`src/rtl/serial_mag_comparator.sv`:
```
// -----------------------------------------------------------------------------
// serial_mag_comparator
//   WIDTH-bit magnitude comparator evaluated one bit per clock, MSB first.
//   Supports unsigned and two's-complement operands. With EARLY_EXIT=1 the scan
//   stops at the first differing bit; with EARLY_EXIT=0 it always scans all
//   WIDTH bits and the first recorded difference wins.
//
// Ports
//   clk          rising-edge clock
//   rst_n        asynchronous active-low reset
//   start        request, sampled only in IDLE
//   signed_mode  1: operands are two's complement (sampled with start)
//   a, b         WIDTH-bit operands (sampled with start)
//   busy         high while a comparison is running
//   done         one-cycle pulse; results valid from this cycle
//   greater      A > B
//   lesser       A < B
//   equal        A == B
//   Results hold until the next start is accepted. All outputs are registered.
// -----------------------------------------------------------------------------
module serial_mag_comparator #(
    parameter int WIDTH      = 8,
    parameter bit EARLY_EXIT = 1'b1
) (
    input  logic             clk,
    input  logic             rst_n,
    input  logic             start,
    input  logic             signed_mode,
    input  logic [WIDTH-1:0] a,
    input  logic [WIDTH-1:0] b,
    output logic             busy,
    output logic             done,
    output logic             greater,
    output logic             lesser,
    output logic             equal
);

    localparam int                 IDX_W   = (WIDTH > 1) ? $clog2(WIDTH) : 1;
    localparam logic [IDX_W-1:0]   IDX_MSB = IDX_W'(WIDTH - 1);

    typedef enum logic [1:0] {
        S_IDLE = 2'd0,
        S_RUN  = 2'd1,
        S_DONE = 2'd2
    } state_e;

    state_e             state_q, state_d;
    logic [WIDTH-1:0]   a_q, a_d;
    logic [WIDTH-1:0]   b_q, b_d;
    logic               signed_q, signed_d;
    logic [IDX_W-1:0]   idx_q, idx_d;
    logic               greater_q, greater_d;
    logic               lesser_q, lesser_d;
    logic               equal_q, equal_d;

    // Per-bit compare cell
    logic bit_a, bit_b;
    logic a_hi, b_hi;
    logic invert;
    logic diff_seen;

    always_comb begin
        bit_a     = a_q[idx_q];
        bit_b     = b_q[idx_q];
        a_hi      = bit_a & ~bit_b;
        b_hi      = ~bit_a & bit_b;
        // The sign bit carries negative weight, so its sense flips.
        invert    = signed_q && (idx_q == IDX_MSB);
        diff_seen = greater_q | lesser_q;
    end

    // NOTE: every signal written here gets a default first, so no path through
    // the case statement can leave one unassigned and infer a latch.
    always_comb begin
        state_d   = state_q;
        a_d       = a_q;
        b_d       = b_q;
        signed_d  = signed_q;
        idx_d     = idx_q;
        greater_d = greater_q;
        lesser_d  = lesser_q;
        equal_d   = equal_q;

        unique case (state_q)
            S_IDLE: begin
                if (start) begin
                    a_d       = a;
                    b_d       = b;
                    signed_d  = signed_mode;
                    idx_d     = IDX_MSB;
                    greater_d = 1'b0;
                    lesser_d  = 1'b0;
                    equal_d   = 1'b0;
                    state_d   = S_RUN;
                end
            end

            S_RUN: begin
                // Only the first (most significant) difference is recorded.
                if ((bit_a != bit_b) && !diff_seen) begin
                    greater_d = invert ? b_hi : a_hi;
                    lesser_d  = invert ? a_hi : b_hi;
                    if (EARLY_EXIT) begin
                        state_d = S_DONE;
                    end
                end

                if (idx_q == '0) begin
                    state_d = S_DONE;
                    if (!diff_seen && (bit_a == bit_b)) begin
                        equal_d = 1'b1;
                    end
                end else begin
                    idx_d = idx_q - 1'b1;
                end
            end

            S_DONE: begin
                state_d = S_IDLE;
            end

            default: begin
                state_d = S_IDLE;
            end
        endcase
    end

    // NOTE: sequential state uses non-blocking assignments so every flop
    // samples the pre-edge values regardless of statement order.
    always_ff @(posedge clk or negedge rst_n) begin
        if (!rst_n) begin
            state_q   <= S_IDLE;
            a_q       <= '0;
            b_q       <= '0;
            signed_q  <= 1'b0;
            idx_q     <= '0;
            greater_q <= 1'b0;
            lesser_q  <= 1'b0;
            equal_q   <= 1'b0;
        end else begin
            state_q   <= state_d;
            a_q       <= a_d;
            b_q       <= b_d;
            signed_q  <= signed_d;
            idx_q     <= idx_d;
            greater_q <= greater_d;
            lesser_q  <= lesser_d;
            equal_q   <= equal_d;
        end
    end

    assign busy    = (state_q == S_RUN);
    assign done    = (state_q == S_DONE);
    assign greater = greater_q;
    assign lesser  = lesser_q;
    assign equal   = equal_q;

endmodule

```
`config.mk`:
```
export PLATFORM = sky130hd
export DESIGN_NAME = serial_mag_comparator
export DESIGN_NICKNAME = d
export VERILOG_FILES = /design/src/rtl/serial_mag_comparator.sv
export SDC_FILE = /design/constraint.sdc
export NUM_CORES = 1
export LEC_CHECK = 0
export ABC_AREA = 1
export BUFFER_PORTS_ARGS = -buffer_cell sky130_fd_sc_hd__buf_2
export CORE_MARGIN = 2
export CORE_UTILIZATION = 40
export DETAILED_ROUTE_END_ITERATION = 12
export SLEW_MARGIN = 0
export SYNTH_ARGS = -nofsm -noshare
export SYNTH_HDL_FRONTEND = slang
export SYNTH_SLANG_ARGS = --single-unit
```
`constraint.sdc`:
```
create_clock -name clk -period 1.7 [get_ports clk]
set_input_delay 0.17 -clock clk [delete_from_list [all_inputs] [get_ports clk]]
set_output_delay 0.17 -clock clk [all_outputs]
set_load 0.01 [all_outputs]
```
# Yosys cells after proc, flatten, opt, wreduce, memory -nomap -nowiden
# Cells that the tools add are included.
dict set report classes {
  add_sub_neg 1
  magnitude_cmp 1
  eq_ne 11
  mux 21
  bitwise_logic 5
  reduce_logical 12
}
# op count
set ops {}
lappend ops {{two-way mux 1 bit} 9}
lappend ops {{binary-select mux 1 bit (select 3 bit)} 2}
lappend ops {{two-way mux 2 bit} 3}
lappend ops {{two-way mux 3 bit} 2}
lappend ops {{inequality test 2 x 1 -> 1 bit, second input constant} 3}
lappend ops {{case mux 1 bit (2 select lines)} 3}
lappend ops {{case mux 3 bit (2 select lines)} 1}
lappend ops {{AND reduction 3 bit} 2}
lappend ops {{< comparator 3 x 4 -> 1 bit, second input constant} 1}
lappend ops {{inequality test 2 bit, second input constant} 2}
lappend ops {{case mux 2 bit (2 select lines)} 1}
lappend ops {{AND reduction 2 bit} 2}
lappend ops {{AND reduction 4 bit} 1}
lappend ops {{== test 3 bit, second input constant} 1}
lappend ops {{logical AND 1 bit} 3}
lappend ops {{zero test 3 bit} 1}
lappend ops {{inequality test 3 x 1 -> 1 bit, second input constant} 1}
lappend ops {{subtractor 3 x 1 -> 3 bit, second input constant} 1}
lappend ops {{bitwise AND 1 bit} 2}
lappend ops {{== test 2 x 1 -> 1 bit, second input constant} 1}
lappend ops {{== test 2 bit, second input constant} 1}
lappend ops {{zero test 2 bit} 1}
lappend ops {{inverter 1 bit} 2}
lappend ops {{nonzero test 2 bit} 1}
lappend ops {{4 further kinds} 4}
dict set report totals {
  register_bits 25
  input_bits 20
  output_inout_bits 5
  word_cells 59
}

# Longest topological paths before layout
dict set report depth {
  ltp_word 7
  mapped_depth 13
}

# Least setup slack after synthesis
# Ideal clock, no wire load.
dict set report synth_path {
  kind {reg-to-reg}
  start {register idx_q[0]}
  end {register lesser_q (netlist: lesser)}
  setup_ps 123
  arrival_time_ps 1482
  slack_ps 96
  path_stages_with_launch 14
  path_buffers 0
  synth_period_minus_slack_ps 1604
  path_cell_list {dfrtp_1 -> inv_1 -> nand2_1 -> nand3_1 -> nand2_1 -> nand2_1 -> nand2_1 -> ha_1 -> inv_1 -> nand2_1 -> nand2_1 -> nand2_1 -> nand2_1 -> o21ai_1}
}
dict set report synth_between {
  elab_chain_len 7
  word_cells_on_any_way 17
  cone_classes {eq/ne: 3; mux: 7; bitwise: 4; reduce/logical: 3}
}
# item line_no
set synth_lines {}
lappend synth_lines {{start, declared} 51} ;# logic [IDX_W-1:0] idx_q, idx_d;
lappend synth_lines {{start signal, assigned} 145} ;# idx_q <= idx_d;
lappend synth_lines {{binary-select mux 1 bit (select 3 bit), on equally long branches} {63, 64}}
lappend synth_lines {{two-way mux 1 bit, on equally long branches} {63, 64}}
lappend synth_lines {{inverter 1 bit, on equally long branches} {66, 65}}
lappend synth_lines {{bitwise AND 1 bit, on equally long branches} {66, 65}}
lappend synth_lines {{two-way mux 1 bit} 102} ;# lesser_d = invert ? a_hi : b_hi;
lappend synth_lines {{two-way mux 1 bit} 100} ;# if ((bit_a != bit_b) && !diff_seen) begin
lappend synth_lines {{case mux 1 bit (2 select lines)} 84} ;# unique case (state_q)
lappend synth_lines {{end signal, assigned} 147} ;# lesser_q <= lesser_d;
lappend synth_lines {{end, declared} 53} ;# logic lesser_q, lesser_d;
# Parallel ways exist; a longest one is shown, timed or not. The select of a mux whose other input is x is not followed.
# A chain may end at the register's enable or synchronous reset.

# Worst setup path in the final report
dict set report layout_path {
  start {register idx_q[0]}
  end {register state_q[0]}
}
dict set report layout_between {
  elab_chain_len 6
  word_cells_on_any_way 11
  cone_classes {eq/ne: 2; mux: 6; reduce/logical: 3}
}
# item line_no
set layout_lines {}
lappend layout_lines {{binary-select mux 1 bit (select 3 bit), on equally long branches} {63, 64}}
lappend layout_lines {{two-way mux 1 bit, on equally long branches} {63, 64}}
lappend layout_lines {{inequality test 1 bit} 100}
lappend layout_lines {{logical AND 1 bit} 100}
lappend layout_lines {{inequality test 3 x 1 -> 1 bit (no line)} n/a}
lappend layout_lines {{AND reduction 2 bit (no line)} n/a}
lappend layout_lines {{end signal, assigned} 141} ;# state_q <= state_d;
lappend layout_lines {{end, declared} 47} ;# state_e state_q, state_d;
# Parallel ways exist; a longest one is shown, timed or not. The select of a mux whose other input is x is not followed.

==> summary.txt <==
Floorplanning
  – Core area: 3416 sq um
  – Core Rows: 21
  – Die ar.: 4109 sq um
  – Die width: 64.11 um
  – Boundary Pins: 25
  – Starting Density: 0.4231
  – Die Ht: 64.11 um

Global routing
  – GRT Util Overall: 0.1568
  – Pin count of the biggest net entering global routing: 33
  – GR Layer Usage met2: 0.2500
  – M3 GR Usage: 0.02465
  – Met1 Use GR: 0.2159
  – Global-route wire length before repair: 5071 um
  – Initial antenna violation count: 0
  – Total gr overflow: 0
  – Vias in the first global route: 1,143
  – Grt peak-use layer: met2

Power
  – Combinational share of power: 0.601
  – Net Sw Power: 1527 uW
  – Power Density: 1938 nW/um^2
  – Sw frac: 0.4649
  – P_int: 1757 uW
  – Clock share of power: 0.087
  – Share of power burned in registers: 0.311
  – Total power: 3284 uW
  – LEAKAGE: 0.0009021 uW
  – Peak VDD IR: 0.0009513 V

Timing
  – Setup-failing EPs final: 3
  – Worst hold margin: 8.943 ps
  – RSZ-0062 raised after global routing: true
  – Tcrit/Tclk final: 1.018
  – Final worst slack: -30.42 ps
  – Max Clk Rate: 577.9 MHz
  – Worst Max-Slew Pin Slew: 566.7 ps
  – Skew final: 14.42 ps
  – Final Hold Fails: 0
  – Slew Viols, Final: 0
  – Fin crit period: 1730 ps
  – Slew HR: 0.6222

Critical path
  – Crit Path Max Fanout: 7
  – Crit path launch type: register
  – CP endpoint kind: register
  – Kind of critical path: register to register
  – Worst EP arrival: 1960 ps
  – Slowest-stage cell, CP: dfrtp_1
  – Critical Path RT: 1930 ps
  – Worst path max stage delay: 440 ps
  – Crit path cell chain: buf_6 > nor2_1 > nor2_1 > nand2_1 > nand3_1 > o21ai_1 > ha_1 > inv_2 > nand2_2 > buf_4 > nand3_1 > nand2_1

Synthesis
  – Post-Syn Area per Cell: 8.258 sq um
  – Synth Register Bits: 25
  – Yosys cell types: 21
  – Leading area contributor after synthesis: dfrtp_1
  – Synth top area cells: dfrtp_1, nand2_1, o21ai_2
  – Area fraction of the dominant cell type after synthesis: 0.4329
  – Cells after Synth: 175
  – Register area share after synthesis: 0.4329
  – Post-Synthesis Cell Area: 1445 sq um
  – Synth warnings: 0
  – Mapped Nets: 200

Route
  – DRC viols: 0
  – Wire per inst: 10.93 um
  – Vias/cell: 4.613
  – Vias: 1,167
  – 1st-iter DRT viols: 27
  – Drt total wl: 2765 um
  – Pre-antenna DRT Iters: 4
  – ANT nets after route: 0

Status
  – Status: complete, but fails checks
  – Failing checks: negative setup slack

Worst hold path
  – Hold crit path type: primary input to register

Placement
  – Port Buffers: 24
  – Gpl congestion: 0.8293
  – DP Worst Slack: -8.393 ps
  – HPWL Detailed: 2073 um
  – Inst Count DP: 247

Layout
  – Layout area overhead: 17.23%
  – Most common cell after layout, fill and taps aside: nand2_1
  – Most frequent cells in the layout: nand2_1, dfrtp_1, buf_2, inv_1, nand3_1
  – Layout cells sized above 1: 0.3671
  – Nets: 233
  – ANT cells: 0
  – Layout Cells excl Fill: 253
  – Fin util: 0.4960

Job
  – Max-Cap Viols: 0

Clock network
  – Worst-path clk slew: 150 ps
  – Num CTS Buffers: 3
  – CTS tree: yes
  – Total clock sinks: 25
  – CTS root buf: clkbuf_4
  – Max Root-Sink Buffers: 2
  – H-tree level count: 1
  – Worst-Skew Late Latency: 340 ps
[state kept, by name, summed over array words and instances (netlist names)]
signal,count
a_q,8
b_q,8
equal,1
greater,1
idx_q,3
lesser,1
signed_q,1
state_q,2
[per-stage QoR]
step	cell area [sq um]	TNS, ps
2_1_floorplan	1445	0
3_3_place_gp	1619	0
3_5_place_dp	1619	-16.13
4_1_cts	1675	-76.36
5_1_grt	1694	-713.2
6_report	1694	-56.63
[cell type report]
class                   instances  area, sq um
well taps                      46        57.56
fillers                       354         1722
flip-flops and latches         25        625.6
clock inverters                 1        7.507
inverters                      25        101.3
clock buffers                   3        22.52
multi-input cells             120        685.7
repair buffers                 33        193.9
[Yosys cell counts]
cell type,number
nand2_1,59
dfrtp_1,25
inv_1,20
nand3_1,15
o21ai_2,14
nor2_1,6
buf_6,5
ha_1,5
nand2_2,4
o21ai_1,4
a21oi_2,3
inv_2,3
nand2_4,2
nand4_1,2
nor2_2,2
a21oi_1,1
clkinv_4,1
inv_4,1
nand3_4,1
nor2_4,1
nor3_1,1
[critical path, delay by kind of cell (launching register included)]
kind / cells / cell delay [ps]
flip-flops: 1 / 440
AND/OR/NAND/NOR: 7 / 480
AO/OA/AOI/OAI: 1 / 90
adder cells (fa/ha/maj): 1 / 250
buffers and inverters: 3 / 360
[timing repair]
action,CTS,global route
setup endpoints to repair,4,5
hold buffers,1,0
gates cloned,0,0
hold endpoints to repair,25,0
setup buffers,1,0
pin swaps,4,5
gates resized for setup,4,6
[worst paths after layout]
check	startpoint	to	slack, ps	cells after the start
min	b[0]	b_q[0]$_DFFE_PN0P_	9	3
min in group asynchronous	rst_n	b_q[7]$_DFFE_PN0P_	330	2
max reg2reg	idx_q[0]$_DFFE_PN0P_	state_q[0]$_DFFE_PN0P_	-30	12
min reg2reg	a_q[0]$_DFFE_PN0P_	a_q[0]$_DFFE_PN0P_	520	2
max in group asynchronous	rst_n	state_q[1]$_DFFE_PN0P_	980	2
max	idx_q[0]$_DFFE_PN0P_	state_q[0]$_DFFE_PN0P_	-30	12
[layer usage]
| layer | wire [um] | share of wire |
|---|---|---|
| met4 | 37 | 0.013 |
| met1 | 1335 | 0.48 |
| met2 | 1294 | 0.47 |
| met5 | 0 | 0 |
| met3 | 97 | 0.035 |
[cell families (layout without fill, tap and decap cells)]
kind of cell | Yosys count | in the layout | synth area share
and+or+nand+nor | 93 | 93 | 0.2944
buffers and inverters | 30 | 62 | 0.1091
DFF | 25 | 25 | 0.4329
adders and majority gates | 5 | 5 | 0.04329
AOI/OAI and AO/OA | 22 | 22 | 0.1203
[power by group through the flow]
| stage | clock network (uW) | logic, uW | registers [uW] |
|---|---|---|---|
| floorplan | 0 | 1450 | 996 |
| global placement | 0 | 1800 | 1030 |
| detailed placement | 0 | 1850 | 1030 |
| CTS | 294 | 1900 | 1020 |
| global route | 326 | 2270 | 1060 |
| finish | 287 | 1970 | 1020 |
Note: power is estimated with default switching activity, not from simulation.
